==> config.mk <==
export PLATFORM = sky130hd
export DESIGN_NAME = ucode_seq_gen2
export DESIGN_NICKNAME = d
export VERILOG_FILES = /design/src/rtl/ucode_seq_gen2.sv
export SDC_FILE = /design/constraint.sdc
export NUM_CORES = 1
export LEC_CHECK = 0
export ABC_CLOCK_PERIOD_IN_PS = 2400
export BUFFER_PORTS_ARGS = -buffer_cell sky130_fd_sc_hd__buf_2
export CORE_MARGIN = 3
export CORE_UTILIZATION = 45
export CTS_BUF_LIST = sky130_fd_sc_hd__clkbuf_8
export CTS_CLUSTER_DIAMETER = 30
export DETAILED_ROUTE_END_ITERATION = 7
export PLACE_DENSITY = 0.7
export SYNTH_ARGS = -nofsm -noshare
export SYNTH_HDL_FRONTEND = slang
export SYNTH_SLANG_ARGS = --single-unit
==> constraint.sdc <==
create_clock -name clk -period 2.4 [get_ports clk]
set_input_delay 0.12 -clock clk [delete_from_list [all_inputs] [get_ports clk]]
set_output_delay 0.12 -clock clk [all_outputs]
set_load 0.02 [all_outputs]
==> src/rtl/ucode_seq_gen2.sv <==
// Microcode sequencer: generates the ROM address, registers the returned control word and
// handles next/jump/branch/call/return/end sequencing with a hardware return stack.
module ucode_seq_gen2 #(
  parameter int unsigned        ADDR_W       = 9,
  parameter int unsigned        WORD_W       = 64,
  parameter int unsigned        STK_DEPTH    = 4,
  parameter logic [WORD_W-1:0]  DEFAULT_WORD = '0
) (
  input  logic              clk,
  input  logic              reset_l,
  input  logic              start,
  input  logic [ADDR_W-1:0] start_addr,
  input  logic              stall,
  input  logic              kill,
  input  logic              abort,
  input  logic              cond,
  output logic [ADDR_W-1:0] rom_addr,
  input  logic [WORD_W-1:0] rom_data,
  output logic [WORD_W-1:0] uword,
  output logic              busy,
  output logic              done,
  output logic              stk_err
);

  localparam int unsigned SP_W = $clog2(STK_DEPTH + 1);

  localparam logic [2:0] OpJmp  = 3'd1;
  localparam logic [2:0] OpBrc  = 3'd2;
  localparam logic [2:0] OpCall = 3'd3;
  localparam logic [2:0] OpRet  = 3'd4;
  localparam logic [2:0] OpEnd  = 3'd5;

  typedef enum logic [0:0] {StIdle, StRun} state_e;

  state_e              state_q, state_d;
  logic [ADDR_W-1:0]   pc_q, pc_d;
  logic [SP_W-1:0]     sp_q, sp_d;
  logic [ADDR_W-1:0]   stk_q [STK_DEPTH];
  logic [ADDR_W-1:0]   stk_d [STK_DEPTH];
  logic [WORD_W-1:0]   uword_q, uword_d;
  logic                done_q, done_d;
  logic                err_q, err_d;

  logic [2:0]          op;
  logic [ADDR_W-1:0]   tgt;
  logic [ADDR_W-1:0]   inc;
  logic [ADDR_W-1:0]   top;
  logic [ADDR_W-1:0]   nxt;
  logic                advance;

  always_comb begin
    op  = uword_q[WORD_W-1 -: 3];
    tgt = uword_q[WORD_W-4 -: ADDR_W];
    inc = pc_q + ADDR_W'(1);

    // Top of stack lives at sp-1; a loop keeps the index width independent of STK_DEPTH.
    top = '0;
    for (int i = 0; i < STK_DEPTH; i++) begin
      if (sp_q == SP_W'(i + 1)) top = stk_q[i];
    end

    state_d  = state_q;
    pc_d     = pc_q;
    sp_d     = sp_q;
    stk_d    = stk_q;
    uword_d  = uword_q;
    done_d   = 1'b0;
    err_d    = err_q;
    rom_addr = pc_q;
    nxt      = inc;
    advance  = 1'b0;

    unique case (state_q)
      StIdle: begin
        rom_addr = start_addr;
        if (start && !kill) begin
          pc_d    = start_addr;
          uword_d = rom_data;
          err_d   = 1'b0;
          sp_d    = '0;
          state_d = StRun;
        end
      end
      StRun: begin
        if (kill) begin
          state_d = StIdle;
          uword_d = DEFAULT_WORD;
          sp_d    = '0;
        end else if (!stall) begin
          advance = 1'b1;
          case (op)
            OpJmp: nxt = tgt;
            OpBrc: nxt = cond ? tgt : inc;
            OpCall: begin
              if (sp_q == SP_W'(STK_DEPTH)) begin
                advance = 1'b0;
                err_d   = 1'b1;
                state_d = StIdle;
                uword_d = DEFAULT_WORD;
              end else begin
                for (int i = 0; i < STK_DEPTH; i++) begin
                  if (sp_q == SP_W'(i)) stk_d[i] = inc;
                end
                sp_d = sp_q + SP_W'(1);
                nxt  = tgt;
              end
            end
            OpRet: begin
              if (sp_q == '0) begin
                advance = 1'b0;
                err_d   = 1'b1;
                state_d = StIdle;
                uword_d = DEFAULT_WORD;
              end else begin
                sp_d = sp_q - SP_W'(1);
                nxt  = top;
              end
            end
            OpEnd: begin
              advance = 1'b0;
              done_d  = 1'b1;
              state_d = StIdle;
              uword_d = DEFAULT_WORD;
            end
            // NEXT and the reserved opcodes all fall through to the incremented pc.
            default: nxt = inc;
          endcase
          rom_addr = nxt;
          if (advance) begin
            pc_d    = nxt;
            uword_d = rom_data;
          end
        end
      end
      default: state_d = StIdle;
    endcase
  end

  always_ff @(posedge clk or negedge reset_l) begin
    if (!reset_l) begin
      state_q <= StIdle;
      pc_q    <= '0;
      sp_q    <= '0;
      for (int i = 0; i < STK_DEPTH; i++) stk_q[i] <= '0;
      uword_q <= DEFAULT_WORD;
      done_q  <= 1'b0;
      err_q   <= 1'b0;
    end else begin
      state_q <= state_d;
      pc_q    <= pc_d;
      sp_q    <= sp_d;
      for (int i = 0; i < STK_DEPTH; i++) stk_q[i] <= stk_d[i];
      uword_q <= uword_d;
      done_q  <= done_d;
      err_q   <= err_d;
    end
  end

  assign uword   = abort ? DEFAULT_WORD : uword_q;
  assign busy    = (state_q == StRun);
  assign done    = done_q;
  assign stk_err = err_q;

endmodule
==> results.md, run 1 <==
* FF-to-FF End: pc_q[7]$_DFFE_PN0P_
* # IOs at 156
* Routability congestion estimate at 0.917
* Wire length after detailed routing at roughly 19000 um
* Share of the synthesized area in the top cell type at 49.9%
* Origin of the critical flop-to-flop path: sp_q[1]$_DFFE_PN0P_
* Depth of the worst register-to-register path at 17
* Area growth syn-to-layout at 45.8%
* Minimum clock period at between 2 and 3 ns
* Leakage power figure at 3.98 nW
* Pin slew with the least headroom to its limit at 0.721 ns
* Total power per unit cell area at 708 nW/um^2
* Kind of capture point of the worst setup path: output pin
* Arrival time reported for the critical path endpoint at around 2.5 ns
* Dpl ws at -0.0310 ns
* Startpoint of the most critical hold path: stall
* Max-slew violation count at 0
* Share of the clock period used by the worst path after layout at 111%
* Avg WL per Cell at 18.4 um
* CTS tree: yes
* Core Util, Final at 68.5%
* Depth of the CTS H-tree at 4
* Post-synthesis register bit count at 115
* Tightest Hold Check Type: in2reg
* Die span in y at approximately 120 um
* DRC at 0
* NetSw at 2.00 mW
* Core Area at 12300 um^2
* Worst-case clock buffer depth at 2
* Highest clock rate at 0.376 GHz
* Clock share of power at 30.4%
* Worst-path maximum fanout at 7
* Switching power as a share of total power at 33.6%
* Synth warnings at 0
* Iteration-0 DRC count of the detailed router at 507
* Post-Synthesis Net Count at 664
* Violated checks: negative setup slack
* Type of element launching the critical path: register
* NumNets Final at 918
* Commonest register cell after synthesis: dfrtp_1
* Die Area at 14200 um^2
* Sequential cell area fraction in the yosys report at 49.9%
* EDFF count, synth at 0
* Final antenna-violating net count at 0
* Aggregate global-route resource usage at about a quarter
* Sequential share of power at 39.6%
* Clock latency reported for the late side of the worst-skew pair at 0.44 ns
* Antenna diode count at 0
* Number of cells in the design after placement at 892
* Non-Filler Instances at 1012
* Number of global-route vias before repair at 5663
* Mean area per synthesized cell at 9.99 um^2
* Unrepaired setup endpoints after global routing: true
* Worst-path clk slew at 0.07 ns
* Overall die width at 119 um
* Routed via count at about 5600
* Gate Count Post-Synth at about 580
* Final Hold Viols at 0
* Final Total Pwr at 5.95 mW
* Row Count at 40
* Wire length of the first global-routing pass at 29000 um
* Effective utilization at floorplan at between 40% and 50%
* Number of buffers inserted during clock tree synthesis at 17
* Comb pwr share at 30.0%
* 1st-pass router iterations at 5
* Post-route setup slack at -0.259 ns
* Top cell type by total area after synthesis: dfrtp_1
* Cells taking the most area after synthesis: dfrtp_1, a22o_1, nor2b_1, o21ai_0, nand2_1
* Peak supply drop at 0.515 mV
* Reg2Reg Setup Slack at -0.17 ns
* Number of unique standard cell types used by synthesis at 51
* Type of the setup path with the least slack: reg2out
* Half-perimeter wire length after placement at 11400 um
* Internal power consumption at 3.95 mW
* Synthesized area at 5760 um^2
* Sum Neg Setup Slack at -1.81 ns
* Number of buffers added on ports at 155
* Largest net degree at the start of global routing at 60
* Avg Vias per Cell at approximately 5.6
* Number of max-cap violations at 0
* Total congestion overflow after global routing at 0
* Fraction of final layout cells sized beyond drive strength 1 at 34.0%
* Final setup vio count at 10
* Remaining max-slew budget at the tightest pin at approximately 52%
* Launching element of the worst setup path: sp_q[1]$_DFFE_PN0P_
* Initial antenna violation count at 0
* Worst-case hold path end point: busy$_DFF_PN0_
* Post-route clock skew at 0.0104 ns
* Worst path required time at 2.28 ns
* Worst hold path cell count at 3
* Number of sinks handled by clock tree synthesis at 115
* Total of fill cells in the finished design at 901
* Post-synth ARST share at 100%
* Outcome: finished with violations
* Root Buffer: clkbuf_8
critical path, cell delays in order, from the launching register on:
cell	delay, ns
dfrtp_2	0.46
inv_4	0.07
ha_4	0.16
buf_8	0.13
nand2b_4	0.07
nand2_2	0.05
a221oi_2	0.31
buf_4	0.22
nor2_2	0.06
a221oi_2	0.26
o21ai_1	0.13
buf_4	0.18
cell usage after synthesis, types with 7 or more instances:
| cell | count |
|---|---|
| dfrtp_1 | 115 |
| nor2b_1 | 72 |
| a221oi_1 | 12 |
| a22o_1 | 65 |
| o21ai_0 | 57 |
| nor2_1 | 21 |
| ha_1 | 7 |
| mux2i_1 | 7 |
| a31oi_1 | 8 |
| a21oi_1 | 17 |
| nand3_1 | 12 |
| nand2_1 | 67 |
| buf_2 | 7 |
| clkbuf_1 | 27 |
placed cells by master, fill, tap and decap left out, types with 3 or more instances in the layout:
cell	synthesis	layout
dfrtp_1	115	112
o31ai_1	3	3
nand3_1	12	11
o21ai_1	5	12
dlygate4sd3_1	0	69
buf_4	2	46
nand3b_1	4	4
clkbuf_8	0	18
xnor2_1	5	5
ha_4	0	4
a221oi_2	0	8
and3_1	3	3
a21oi_1	17	16
mux2i_1	7	7
nor2b_1	72	72
a221oi_4	0	3
mux2_2	5	4
o21ai_0	57	48
a22o_1	65	65
nand2b_1	6	5
buf_2	7	147
a31oi_1	8	8
nand2_1	67	66
buf_8	0	3
clkinv_4	0	3
dfrtp_2	0	3
clkinvlp_4	0	6
nor3_1	4	3
buf_6	5	9
xor2_1	3	3
nor2_1	21	17
buf_12	1	3
inv_1	5	3
worst max path at each step:
| stage | endpoint | cells after the start | slack (ns) |
|---|---|---|---|
| finish | rom_addr[3] | 11 | -0.26 |
| global route | rom_addr[3] | 11 | -0.35 |
| CTS | rom_addr[1] | 7 | -0.21 |
| detailed placement | rom_addr[1] | 8 | -0.03 |
| global placement | rom_addr[1] | 8 | 0.02 |
| floorplan | rom_addr[6] | 11 | 0.04 |
state kept, by name, indices dropped and copies added, names as in the netlist:
name / cells
done: 1
pc_q: 9
stk_q: 36
sp_q: 3
stk_err: 1
busy: 1
uword_q: 64
timing repair:
action,CTS,global route
endpoints found under the hold margin,105,0
buffers inserted,12,7
pin swaps,16,18
gates cloned,0,1
hold buffers,69,0
setup endpoints to repair,9,62
gates resized for setup,51,26
logic make-up (layout without fill, tap and decap cells):
logic type	after synthesis	count (layout)	synth area share [%]
adders and majority gates	7	7	1.52
muxes	12	12	2.19
DFF	115	115	49.9
and+or+nand+nor	202	202	18.3
buffers and inverters	48	315	4.34
AOI/OAI and AO/OA	185	185	22.5
xor gates and xnor gates	8	8	1.22
through the flow:
step	hold slack (ns)	instance area, um^2
after CTS	0.0211	8200
final	0.0457	8400
after global routing	0.0128	8400
after global placement	0.153	6820
after detailed placement	0.149	6820
after floorplan	-0.176	5760
metal layers:
| metal | track usage, % | part of all wire [%] | up-vias |
|---|---|---|---|
| met3 | 6.13 | 6.5 | 43 |
| li1 | - | - | 2573 |
| met5 | 0 | 0 | - |
| met4 | 8.69 | 2.5 | 0 |
| met1 | 31.3 | 40 | 2773 |
| met2 | 44.4 | 51 | 258 |
area by class of cell:
type | count | area, um^2 | area share (%)
timing repair buffer | 278 | 2000 | 23.8
clock buffer | 18 | 248 | 2.95
sequential | 115 | 2880 | 34.3
tap | 168 | 210 | 2.50
multi-input combinational | 414 | 2880 | 34.3
clock inverter | 14 | 156 | 1.86
inverter | 5 | 23.8 | 0.283
power groups by stage:
stage / Clock [mW] / Combinational, mW / Sequential, mW
after CTS: 1.85 / 1.62 / 2.34
after global placement: 0 / 1.36 / 2.36
after detailed placement: 0 / 1.38 / 2.37
after floorplan: 0 / 0.888 / 2.30
final: 1.81 / 1.79 / 2.36
after global routing: 1.96 / 1.91 / 2.38
(Power assumes the default switching activity.)
==> run 2: changes to the inputs <==
--- a/config.mk
+++ b/config.mk
@@ -5,14 +5,14 @@
 export SDC_FILE = /design/constraint.sdc
 export NUM_CORES = 1
 export LEC_CHECK = 0
-export ABC_CLOCK_PERIOD_IN_PS = 2400
+export ABC_CLOCK_PERIOD_IN_PS = 3240
 export BUFFER_PORTS_ARGS = -buffer_cell sky130_fd_sc_hd__buf_2
 export CORE_MARGIN = 3
 export CORE_UTILIZATION = 45
 export CTS_BUF_LIST = sky130_fd_sc_hd__clkbuf_8
 export CTS_CLUSTER_DIAMETER = 30
 export DETAILED_ROUTE_END_ITERATION = 7
-export PLACE_DENSITY = 0.7
+export PLACE_DENSITY = 0.67
 export SYNTH_ARGS = -nofsm -noshare
 export SYNTH_HDL_FRONTEND = slang
 export SYNTH_SLANG_ARGS = --single-unit
==> constraint.sdc (replaced) <==
create_clock -name clk -period 3.24 [get_ports clk]
set_input_delay 0.162 -clock clk [delete_from_list [all_inputs] [get_ports clk]]
set_output_delay 0.162 -clock clk [all_outputs]
set_load 0.02 [all_outputs]
==> results.md, run 2 (synthesized netlist as in run 1, its figures left out) <==
* Outcome: completed
* Wire length after detailed routing at 16800 um
* Clock latency reported for the late side of the worst-skew pair at 0.44 ns
* Leakage power figure at 3.72 nW
* Final Hold Viols at 0
* Worst path required time at between 3 and 4 ns
* Clock share of power at 31.6%
* Arrival time reported for the critical path endpoint at between 2 and 3 ns
* Row Count at 40
* Pin slew with the least headroom to its limit at 1.13 ns
* Switching power as a share of total power at 31.7%
* Antenna diode count at 0
* Sequential share of power at 43.0%
* Max stage delay on crit path at about 0.43 ns
* Worst-path clk slew at 0.07 ns
* Aggregate global-route resource usage at 24.6%
* # IOs at 156
* Dominant cell type by count on the critical path: nor3_1
* Type of element launching the critical path: register
* Total power per unit cell area at 527 nW/um^2
* Final setup vio count at 0
* Core Util, Final at 63.1%
* Routed via count at about 5300
* Highest clock rate at 0.336 GHz
* Total of fill cells in the finished design at roughly 960
* Worst-case clock buffer depth at 2
* Commonest cells after routing, fill and taps aside: buf_2, dfrtp_1, nor2b_1
* Max-slew violation count at 0
* Cell breakdown of the critical path: inv_1 > ha_2 > and4_1 > nor3_1 > buf_4 > nor3_1 > a221oi_1 > o21ai_0 > buf_2
* Remaining max-slew budget at the tightest pin at 24.5%
* Largest registers: uword_q: 64 flops, stk_q: 36 flops, pc_q: 9 flops
* Number of global-route vias before repair at 5447
* Most flops, register: uword_q
* Wire length of the first global-routing pass at about 28000 um
* Half-perimeter wire length after placement at 11000 um
* Setup bufs post-CTS at 0
* Post-route clock skew at 0.0128 ns
* Internal power consumption at 2.78 mW
* Slowest library cell on the worst path: dfrtp_1
* Total congestion overflow after global routing at 0
* Avg Vias per Cell at 5.50
* Die Area at approximately 14000 um^2
* Overall die width at about 120 um
* Minimum clock period at 2.97 ns
* Sum Neg Setup Slack at 0 ns
* Area growth syn-to-layout at 34.2%
* Max reg flops at 64
* NumNets Final at 877
* Routability congestion estimate at 0.931
* Share of the clock period used by the worst path after layout at 91.8%
* Type of the setup path with the least slack: reg2out
* Worst-path maximum fanout at 12
* Crit path buffers/inverters at 3
* Number of sinks handled by clock tree synthesis at 115
* Effective utilization at floorplan at 47.0%
* Number of buffers inserted during clock tree synthesis at 17
* Number of buffers added on ports at about 160
* DRC at 0
* Root Buffer: clkbuf_8
* Fraction of final layout cells sized beyond drive strength 1 at roughly a quarter
* Iteration-0 DRC count of the detailed router at 359
* Initial antenna violation count at 0
* Peak supply drop at 0.294 mV
* Kind of capture point of the worst setup path: output pin
* Kind of cell adding the most delay to the critical path: simple AND/OR/NAND/NOR gates
* Unrepaired setup endpoints after global routing: false
* Tightest Hold Check Type: in2reg
* Most frequent standard cell in the layout excluding fill and tap cells: buf_2
* Summed area of non-filler cells in the final layout at roughly 7700 um^2
* Comb pwr share at 25.4%
* Final antenna-violating net count at 0
* Avg WL per Cell at 17.3 um
* Largest net degree at the start of global routing at 66
* Number of max-cap violations at 0
* CTS tree: yes
* 1st-pass router iterations at 5
* Area post-placement at approximately 6700 um^2
* Depth of the CTS H-tree at 4
* Die span in y at about 120 um
* NetSw at 1.29 mW
* Core Area at 12300 um^2
run 2: changes by cell type in the layout (fill, tap and decap cells not counted), moves of 4 or more:
cell / before / now
clkinvlp_4: 6 / 0
o21ai_1: 12 / 4
o21ai_0: 48 / 57
a221oi_1: 1 / 11
a221oi_2: 8 / 1
ha_4: 4 / 0
buf_6: 9 / 0
buf_2: 147 / 154
buf_4: 46 / 12
run 2: stage by stage:
| stage | power, mW | setup slack, ns | instances | hold WS, ns |
|---|---|---|---|---|
| after floorplan | 2.36 | 0.692 | 577 | -0.134 |
| after global placement | 2.71 | 0.628 | 870 | 0.322 |
| after detailed placement | 2.72 | 0.569 | 870 | 0.320 |
| after CTS | 4.09 | 0.0523 | 966 | 0.107 |
| after global routing | 4.29 | 0.0318 | 966 | 0.148 |
| final | 4.07 | 0.267 | 966 | 0.152 |
run 2: area by class of cell:
class | instances | area (um^2) | area share, %
Multi-Input combinational cell | 414 | 2670 | 34.5
Timing Repair Buffer | 237 | 1590 | 20.6
Inverter | 5 | 18.8 | 0.243
Tap cell | 168 | 210 | 2.72
Clock buffer | 21 | 289 | 3.74
Sequential cell | 115 | 2880 | 37.2
Clock inverter | 6 | 82.6 | 1.07
run 2: power groups by stage:
stage                     sequential (mW)  combinational [mW]  clock [mW]
after global routing                 1.77                1.13        1.39
after CTS                            1.74                1.03        1.32
after floorplan                      1.70               0.657           0
after detailed placement             1.77               0.955           0
final                                1.75                1.04        1.29
after global placement               1.76               0.948           0
run 2: final timing paths:
path / endpoint / slack (ns) / startpoint / depth (start not counted)
worst min register to register: stk_q[20]$_DFFE_PN0P_ / 0.49 / stk_q[20]$_DFFE_PN0P_ / 2
worst max-delay path: rom_addr[2] / 0.27 / sp_q[0]$_DFFE_PN0P_ / 9
worst min-delay path: done$_DFF_PN0_ / 0.15 / stall / 3
min in group asynchronous: uword_q[41]$_DFFE_PN0P_ / 0.36 / reset_l / 2
worst max register to register: uword_q[30]$_DFFE_PN0P_ / 0.80 / sp_q[0]$_DFFE_PN0P_ / 7
max in group asynchronous: stk_q[1]$_DFFE_PN0P_ / 2.12 / reset_l / 3
run 2: tightest hold or removal path: stages:
cell and delay (ns):
buf_2 0.14, nor2_1 0.09, and3_1 0.16
run 2: repair_timing:
item                       in CTS  in global routing
hold buffers                   69                  0
setup endpoints to repair       0                  7
gates resized for setup         0                  5
hold endpoints to repair      131                  0
run 2: metal layers:
metal | GRT usage, % | vias up | part of all wire, %
li1 | - | 2496 | -
met1 | 32.5 | 2577 | 44
met2 | 39.0 | 201 | 48
met3 | 5.89 | 38 | 5.4
met4 | 10.1 | 0 | 2.6
met5 | 0 | - | 0
